File: src/rtl/demux_register.sv
// Registered 1-to-2 demultiplexer feeding two independent FWFT FIFOs with drop-on-full.
// Optional dropped-write counter on ovf_cnt is enabled by defining DEMUX_OVF_CNT_EN.
module demux_register #(
  parameter int WIDTH = 3,
  parameter int DEPTH = 2
) (
  input  logic             clk,
  input  logic             reset,
  input  logic             en,
  input  logic             sel,
  input  logic [WIDTH-1:0] d_in,
  input  logic             rd1,
  input  logic             rd2,
  output logic [WIDTH-1:0] d_out1,
  output logic [WIDTH-1:0] d_out2,
  output logic             vld1,
  output logic             vld2,
  output logic             full1,
  output logic             full2,
  output logic             ovf
`ifdef DEMUX_OVF_CNT_EN
  ,
  output logic [7:0]       ovf_cnt
`endif
);

  localparam int PTR_W = $clog2(DEPTH);
  localparam int CNT_W = PTR_W + 1;
  localparam logic [CNT_W-1:0] CNT_FULL = CNT_W'(DEPTH);

  localparam logic [1:0] ST_EMPTY   = 2'd0;
  localparam logic [1:0] ST_PARTIAL = 2'd1;
  localparam logic [1:0] ST_FULL    = 2'd2;

  logic [WIDTH-1:0] mem_q [2][DEPTH];
  logic [WIDTH-1:0] mem_d [2][DEPTH];
  logic [PTR_W-1:0] wr_ptr_q [2];
  logic [PTR_W-1:0] wr_ptr_d [2];
  logic [PTR_W-1:0] rd_ptr_q [2];
  logic [PTR_W-1:0] rd_ptr_d [2];
  logic [CNT_W-1:0] cnt_q [2];
  logic [CNT_W-1:0] cnt_d [2];
  logic [1:0]       state [2];
  logic [1:0]       wr_req;
  logic [1:0]       rd_in;
  logic [1:0]       do_wr;
  logic [1:0]       do_rd;
  logic             drop;
  logic             ovf_q;
  logic             ovf_d;

  // Each channel's state is decoded straight from its occupancy count.
  always_comb begin
    wr_req = {en & sel, en & ~sel};
    rd_in  = {rd2, rd1};
    do_wr  = '0;
    do_rd  = '0;
    mem_d  = mem_q;
    for (int i = 0; i < 2; i++) begin
      state[i]    = ST_PARTIAL;
      wr_ptr_d[i] = wr_ptr_q[i];
      rd_ptr_d[i] = rd_ptr_q[i];
      cnt_d[i]    = cnt_q[i];
      if (cnt_q[i] == '0)
        state[i] = ST_EMPTY;
      else if (cnt_q[i] == CNT_FULL)
        state[i] = ST_FULL;

      do_rd[i] = rd_in[i] && (state[i] != ST_EMPTY);
      do_wr[i] = wr_req[i] && ((state[i] != ST_FULL) || rd_in[i]);

      if (do_wr[i]) begin
        mem_d[i][wr_ptr_q[i]] = d_in;
        wr_ptr_d[i] = wr_ptr_q[i] + PTR_W'(1);
      end
      if (do_rd[i])
        rd_ptr_d[i] = rd_ptr_q[i] + PTR_W'(1);

      case ({do_wr[i], do_rd[i]})
        2'b10:   cnt_d[i] = cnt_q[i] + CNT_W'(1);
        2'b01:   cnt_d[i] = cnt_q[i] - CNT_W'(1);
        default: cnt_d[i] = cnt_q[i];
      endcase
    end
    drop  = |(wr_req & ~do_wr);
    ovf_d = ovf_q | drop;
  end

  always_ff @(posedge clk or posedge reset) begin
    if (reset) begin
      for (int i = 0; i < 2; i++) begin
        wr_ptr_q[i] <= '0;
        rd_ptr_q[i] <= '0;
        cnt_q[i]    <= '0;
      end
      ovf_q <= 1'b0;
    end else begin
      for (int i = 0; i < 2; i++) begin
        wr_ptr_q[i] <= wr_ptr_d[i];
        rd_ptr_q[i] <= rd_ptr_d[i];
        cnt_q[i]    <= cnt_d[i];
      end
      ovf_q <= ovf_d;
    end
  end

  // Storage is deliberately unreset; empty channels force their output to zero.
  always_ff @(posedge clk) begin
    mem_q <= mem_d;
  end

  assign vld1   = (state[0] != ST_EMPTY);
  assign vld2   = (state[1] != ST_EMPTY);
  assign full1  = (state[0] == ST_FULL);
  assign full2  = (state[1] == ST_FULL);
  assign d_out1 = vld1 ? mem_q[0][rd_ptr_q[0]] : '0;
  assign d_out2 = vld2 ? mem_q[1][rd_ptr_q[1]] : '0;
  assign ovf    = ovf_q;

`ifdef DEMUX_OVF_CNT_EN
  logic [7:0] ovf_cnt_q;
  logic [7:0] ovf_cnt_d;

  always_comb begin
    ovf_cnt_d = ovf_cnt_q;
    if (drop && (ovf_cnt_q != 8'hFF))
      ovf_cnt_d = ovf_cnt_q + 8'd1;
  end

  always_ff @(posedge clk or posedge reset) begin
    if (reset)
      ovf_cnt_q <= 8'd0;
    else
      ovf_cnt_q <= ovf_cnt_d;
  end

  assign ovf_cnt = ovf_cnt_q;
`endif

endmodule
File: config.mk
export PLATFORM = sky130hd
export DESIGN_NAME = demux_register
export DESIGN_NICKNAME = d
export VERILOG_FILES = /design/src/rtl/demux_register.sv
export SDC_FILE = /design/constraint.sdc
export NUM_CORES = 1
export LEC_CHECK = 0
export CAP_MARGIN = 15
export CORE_UTILIZATION = 52
export DETAILED_ROUTE_END_ITERATION = 12
export PLACE_DENSITY = 0.82
export REMOVE_ABC_BUFFERS = 1
export SETUP_SLACK_MARGIN = 0.2
export SKIP_LAST_GASP = 1
export SYNTH_ARGS = -nofsm -noshare
export SYNTH_HDL_FRONTEND = slang
export SYNTH_SLANG_ARGS = --single-unit
export TNS_END_PERCENT = 50
File: constraint.sdc
create_clock -name clk -period 3.3 [get_ports clk]
set_input_delay 0.66 -clock clk [delete_from_list [all_inputs] [get_ports clk]]
set_output_delay 0.66 -clock clk [all_outputs]
set_load 0.03 [all_outputs]
==> results.toml, run 1 <==
[finish]
synthToLayoutAreaGrowth_pct = 25.2
layout_commonest_cell = "sky130_fd_sc_hd__clkdlybuf4s50_1"
fin_nets = 104
design_area_um2 = 1200
mostFrequentLayoutCells = "sky130_fd_sc_hd__clkdlybuf4s50_1 (19), sky130_fd_sc_hd__nor2_1 (14), sky130_fd_sc_hd__edfxtp_1 (12), sky130_fd_sc_hd__dfrtp_1 (9), sky130_fd_sc_hd__xnor2_1 (7)"
insertedDiodeCount = 0
fin_cells = 117
final_layout_size_suffix_gt1_frac = 0.109

[place]
gp_congestion = 0.713
dpl_cell_area_um2 = 1170
port_buffers = 19
dp_cells = 113
place.detailed.hpwl_mm = 1.22

[floorplan]
area_of_the_core_region_um2 = 1730
chipHeight_um = 44.9
floorplan.initialDensity = 0.554
die_area_um2 = 2020
die-width_um = 44.9
num_rows = 15
ioPinCount = 20

[routing]
totalWireLength_mm = 1.55
post_drt_via_cell_ratio = 4.91
detail-route-antenna-nets = 0
detailroute.via_count = 575
dr.pass1.iters = 3
route.detailed.wl_per_inst_um = 13.2
drc_errors = 0
drt_iter0_drc = 8

[cts]
post_cts.repair.setup_buffers = 0
clock_tree_from_tritoncts = "done"
worstSkewPairLatency_ps = 300
tritoncts.num_buffers = 3
cts_num_sinks = 21
ctsHoldBuffers = 0
cts_resized = 0
clkTransAtPathRegs_ps = 110
bufs_on_longest_clock_path = 2
clk_root_buffer_cell = "sky130_fd_sc_hd__clkbuf_4"
htreeDepth = 1

[synthesis]
synth_sequential_area_ratio = 0.612
synth_warnings = 0
synth_largest_area_cell = "sky130_fd_sc_hd__edfxtp_1"
syn_avg_cell_area_um2 = 13.5
post_synth_inst_count = 71
synth-seq-cells = 21
netlist-cell-type-count = 17
post_synth_instance_area_um2 = 957
netlist_top_cells_area = "sky130_fd_sc_hd__edfxtp_1 (38%), sky130_fd_sc_hd__dfrtp_1 (24%), sky130_fd_sc_hd__xnor2_1 (6.4%)"
synth_top_cell_area_share = 0.376

[grt]
antenna_violations_before_repair = 0
grtUsageTotal = 0.179
first_global_vias = 527
grt_max_degree = 13
globalRouteOverflowTotal = 0
grt_pass1_wl_mm = 2.43

[worst_setup_path]
crit_type = "flip-flop to output port"
crit_path_max_fanout = 5
cp_data_arrival_time_ps = 1830
worstSetupEndpointType = "output port"
setup.worst_path.start_class = "flip-flop"
critical_path_required_ps = 2640

[timing]
finalSetupTns_ps = 0
final_hold_viol_count = 0
worst_hold_slack_ps = 477
report.final.slew_viol_count = 0
rsz_0062_raised_after_global_routing = "no"
fmax_mhz = 401
finalCriticalPeriod_ps = 2490
timing_worst_slew_pin_value_ps = 363
layout_worst_path_cycle_share = 0.755
max-slew-margin-rel = 0.757
finClkSkew_ps = 2.12
finish_stage_setup_viols = 0

[power_and_ir_drop]
pwr_density_cell_nw_per_um2 = 917
peakVddDrop_mv = 0.665
static_power_due_to_leakage_nw = 0.481

[worst_hold_path]
timing.hold.worst.class = "flip-flop to flip-flop"

[run_status]
outcome = "finished, final reports clean"

[run]
max_cap_violations = 0
cell type report:
class                   instances  area [um^2]
repair buffers                 19          190
flip-flops and latches         21          586
fillers                       144          528
clock inverters                 1         5.00
inverters                       6         22.5
well taps                      25         31.3
multi-input cells              42          342
clock buffers                   3         22.5
synth_stat cells, drive strengths merged:
library cell  number
and2b              1
dfrtp              9
o311ai             1
ha                 2
xnor2              7
mux2i              6
edfxtp            12
xor2               3
a21o               1
o2bb2ai            1
nand3b             1
clkbuf             2
nor2b              4
nor2              14
inv                6
or3b               1
state kept, by name (all words and copies together) (netlist names):
signal    flops
rd_ptr_q      2
mem_q        12
cnt_q         4
wr_ptr_q      2
ovf           1
kinds of logic (layout without fill, tap and decap cells):
logic type	after synthesis	in the layout	synth area share
AO/OA/AOI/OAI	3	3	0.0510
adder cells (fa/ha/maj)	2	2	0.0261
AND/OR/NAND/NOR	21	21	0.125
flip-flops	21	21	0.612
multiplexers	6	6	0.0627
XOR/XNOR	10	10	0.0915
buffers and inverters	8	29	0.0314
final timing paths:
path	start	endpoint	slack [ps]	cells past startpoint
worst min register to register	ovf$_DFF_PP0_	ovf$_DFF_PP0_	480	1
min in group asynchronous	reset	ovf$_DFF_PP0_	600	2
worst max-delay path	cnt_q[0]$_DFFE_PP0P_	d_out2[2]	810	3
max in group asynchronous	reset	rd_ptr_q[0]$_DFFE_PP0P_	2440	2
worst max register to register	cnt_q[2]$_DFFE_PP0P_	cnt_q[3]$_DFFE_PP0P_	1670	5
worst min-delay path	ovf$_DFF_PP0_	ovf$_DFF_PP0_	480	1
through the flow:
step	setup WS [ps]	util	power, mW
after floorplan	1570	-	0.791
final	807	0.694	1.10
after detailed placement	1070	0.678	0.986
after global placement	1120	0.678	0.966
after global routing	744	0.694	1.16
after CTS	804	0.694	1.11
critical path: stages (launching register included):
cell                              delay [ps]
sky130_fd_sc_hd__dfrtp_1                 490
sky130_fd_sc_hd__nor2_1                  330
sky130_fd_sc_hd__nor2_1                  100
sky130_fd_sc_hd__clkdlybuf4s50_1         610
power breakdown:
part	internal [mW]	total, mW	switching, mW
sequential	0.356	0.433	0.0774
combinational	0.251	0.543	0.292
clock	0.0452	0.123	0.0775
total	0.652	1.10	0.447
metal layers:
metal  routed length, um  GRT usage  vias up
li1                    -          -      277
met1                 604      0.208      281
met2                 867      0.332       12
met3                  50     0.0240        5
met4                  27     0.0727        0
met5                   0          0        -
Note: power is estimated with default switching activity, not from simulation.
==> run 2: changes to the inputs <==
- CORE_UTILIZATION: 52 -> 49
- PLACE_DENSITY: 0.82 -> 0.78
- clock period: 3.3 -> 2.5 ns (I/O delays scaled with it)
==> run 2 against run 1 <==
Non-clock buffer count unchanged. Highest routed layer unchanged. Clock power up 27%. First-iteration DRC count down 88%. Sequential share of layout area down 0.20 points. Design area up 0.42%. Critical endpoint is now d_out2[0]. Sequential power up 32%. Critical path depth unchanged. Power up 30%. Largest cell class unchanged.
==> results.toml, run 2 (same netlist as run 1, synthesis figures left out) <==
[place]
place.detailed.hpwl_mm = 1.10
gp_congestion = 0.748
dpl_cell_area_um2 = 1170
port_buffers = 19

[floorplan]
num_rows = 15
ioPinCount = 20
area_of_the_core_region_um2 = 1780
chipHeight_um = 46.2
die-width_um = 46.2
die_area_um2 = 2130
floorplan.initialDensity = 0.537

[routing]
drt_iter0_drc = 1
post_drt_via_cell_ratio = 4.79
route.detailed.wl_per_inst_um = 12.0
drc_errors = 0
detail-route-antenna-nets = 0
dr.pass1.iters = 2
totalWireLength_mm = 1.40
detailroute.via_count = 560

[grt]
grtUsageTotal = 0.165
antenna_violations_before_repair = 0
grt_pass1_wl_mm = 2.35
globalRouteOverflowTotal = 0
first_global_vias = 537
grt_max_degree = 13

[power_and_ir_drop]
fin_total_pwr_mw = 1.43
static_power_due_to_leakage_nw = 0.492
peakVddDrop_mv = 0.712
clockPowerShare = 0.109
cellInternalPower_mw = 0.861
power_frac_seq = 0.398
total_switching_power_mw = 0.573
power.share.combinational = 0.493
switching_power_share_of_the_total = 0.400
pwr_density_cell_nw_per_um2 = 1190

[finish]
fin_nets = 104
largest_register_ff_count = 12
mostFrequentLayoutCells = "sky130_fd_sc_hd__clkdlybuf4s50_1 (18), sky130_fd_sc_hd__nor2_1 (13), sky130_fd_sc_hd__edfxtp_1 (12), sky130_fd_sc_hd__dfrtp_1 (9), sky130_fd_sc_hd__xnor2_1 (7)"
insertedDiodeCount = 0
synthToLayoutAreaGrowth_pct = 25.8
top_regs = "mem_q: 12 flops, cnt_q: 4 flops"
layout_commonest_cell = "sky130_fd_sc_hd__clkdlybuf4s50_1"
final_layout_size_suffix_gt1_frac = 0.120
design_area_um2 = 1200
registers.top_by_ff_count = "mem_q"
finish.utilization = 0.675

[cts]
worstSkewPairLatency_ps = 290
post_cts.repair.setup_buffers = 0
clk_root_buffer_cell = "sky130_fd_sc_hd__clkbuf_4"
bufs_on_longest_clock_path = 2
cts_num_sinks = 21
tritoncts.num_buffers = 3
htreeDepth = 1
clock_tree_from_tritoncts = "done"
clkTransAtPathRegs_ps = 110
ctsHoldBuffers = 0

[timing]
final_hold_viol_count = 0
timing_worst_slew_pin_value_ps = 359
max-slew-margin-rel = 0.760
report.final.slew_viol_count = 0
layout_worst_path_cycle_share = 0.891
rsz_0062_raised_after_global_routing = "yes"
finalSetupTns_ps = 0
finish_stage_setup_viols = 0
finalCriticalPeriod_ps = 2230
finClkSkew_ps = 0.680
fmax_mhz = 449

[worst_setup_path]
worstPathBufferInverterCount = 1
worstSetupEndpointType = "output port"
critical_path.top_delay_family = "buffers and inverters"
setup.worst_path.start_class = "flip-flop"
critical_path.startpoint = "cnt_q[0]$_DFFE_PP0P_"
r2r_start = "cnt_q[2]$_DFFE_PP0P_"
path_cells = "nor2_2 -> nor2_1 -> clkdlybuf4s50_1"
slowest_stage = "sky130_fd_sc_hd__clkdlybuf4s50_1"
crit_type = "flip-flop to output port"
crit_path_max_fanout = 5
cp_data_arrival_time_ps = 1730
critical_path_required_ps = 2000
max_stage_delay_ps = 680
regToRegEndpoint = "cnt_q[3]$_DFFE_PP0P_"
reg2regPathDepth = 5
timing.reg2reg.setup_slack_ps = 860

[run]
max_cap_violations = 0

[run_status]
outcome = "finished, final reports clean"

[worst_hold_path]
timing.hold.worst.class = "primary input to async pin"
==> run 2: changes by cell type in the layout (fill, tap and decap cells not counted), sizes merged <==
cell	previous run	this run
clkdlybuf4s50	19	18
dlymetal6s2s	0	1
==> run 2: routing by layer <==
metal,global-route usage,vias to the layer above,wire length [um]
met3,0.0471,5,39
met5,0,-,0
met1,0.204,263,657
li1,-,280,-
met4,0.0882,0,34
met2,0.262,12,670
==> run 2: power groups by stage <==
stage | combinational (mW) | sequential [mW] | clock (mW)
floorplan | 0.474 | 0.570 | 0
global placement | 0.704 | 0.571 | 0
detailed placement | 0.713 | 0.578 | 0
CTS | 0.718 | 0.572 | 0.162
global route | 0.763 | 0.587 | 0.175
finish | 0.707 | 0.571 | 0.156
==> run 2: area by class of cell <==
cell class / count / area [um^2]
fillers: 137 / 579
well taps: 25 / 31.3
repair buffers: 19 / 193
inverters: 6 / 22.5
clock buffers: 3 / 22.5
flip-flops and latches: 21 / 586
clock inverters: 1 / 5.00
multi-input cells: 42 / 344
==> run 2: per-stage QoR <==
step                hold slack, ps  setup WS (ps)  instances
finish                         465            272        117
global route                   487            191        117
CTS                            471            257        117
detailed placement             451            426        113
global placement               438            476        113
floorplan                      328            932         69
==> run 2: timing repair <==
action,CTS,global route
resized for setup,1,1
pin swaps,0,0
setup endpoints to repair,3,2
==> run 2: worst max-delay path by stage <==
stage / to / cells past startpoint
6_report: d_out2[0] / 3
4_1_cts: d_out2[1] / 3
2_1_floorplan: cnt_q[3]$_DFFE_PP0P_ / 5
5_1_grt: d_out2[0] / 3
3_5_place_dp: cnt_q[3]$_DFFE_PP0P_ / 6
3_3_place_gp: cnt_q[3]$_DFFE_PP0P_ / 6
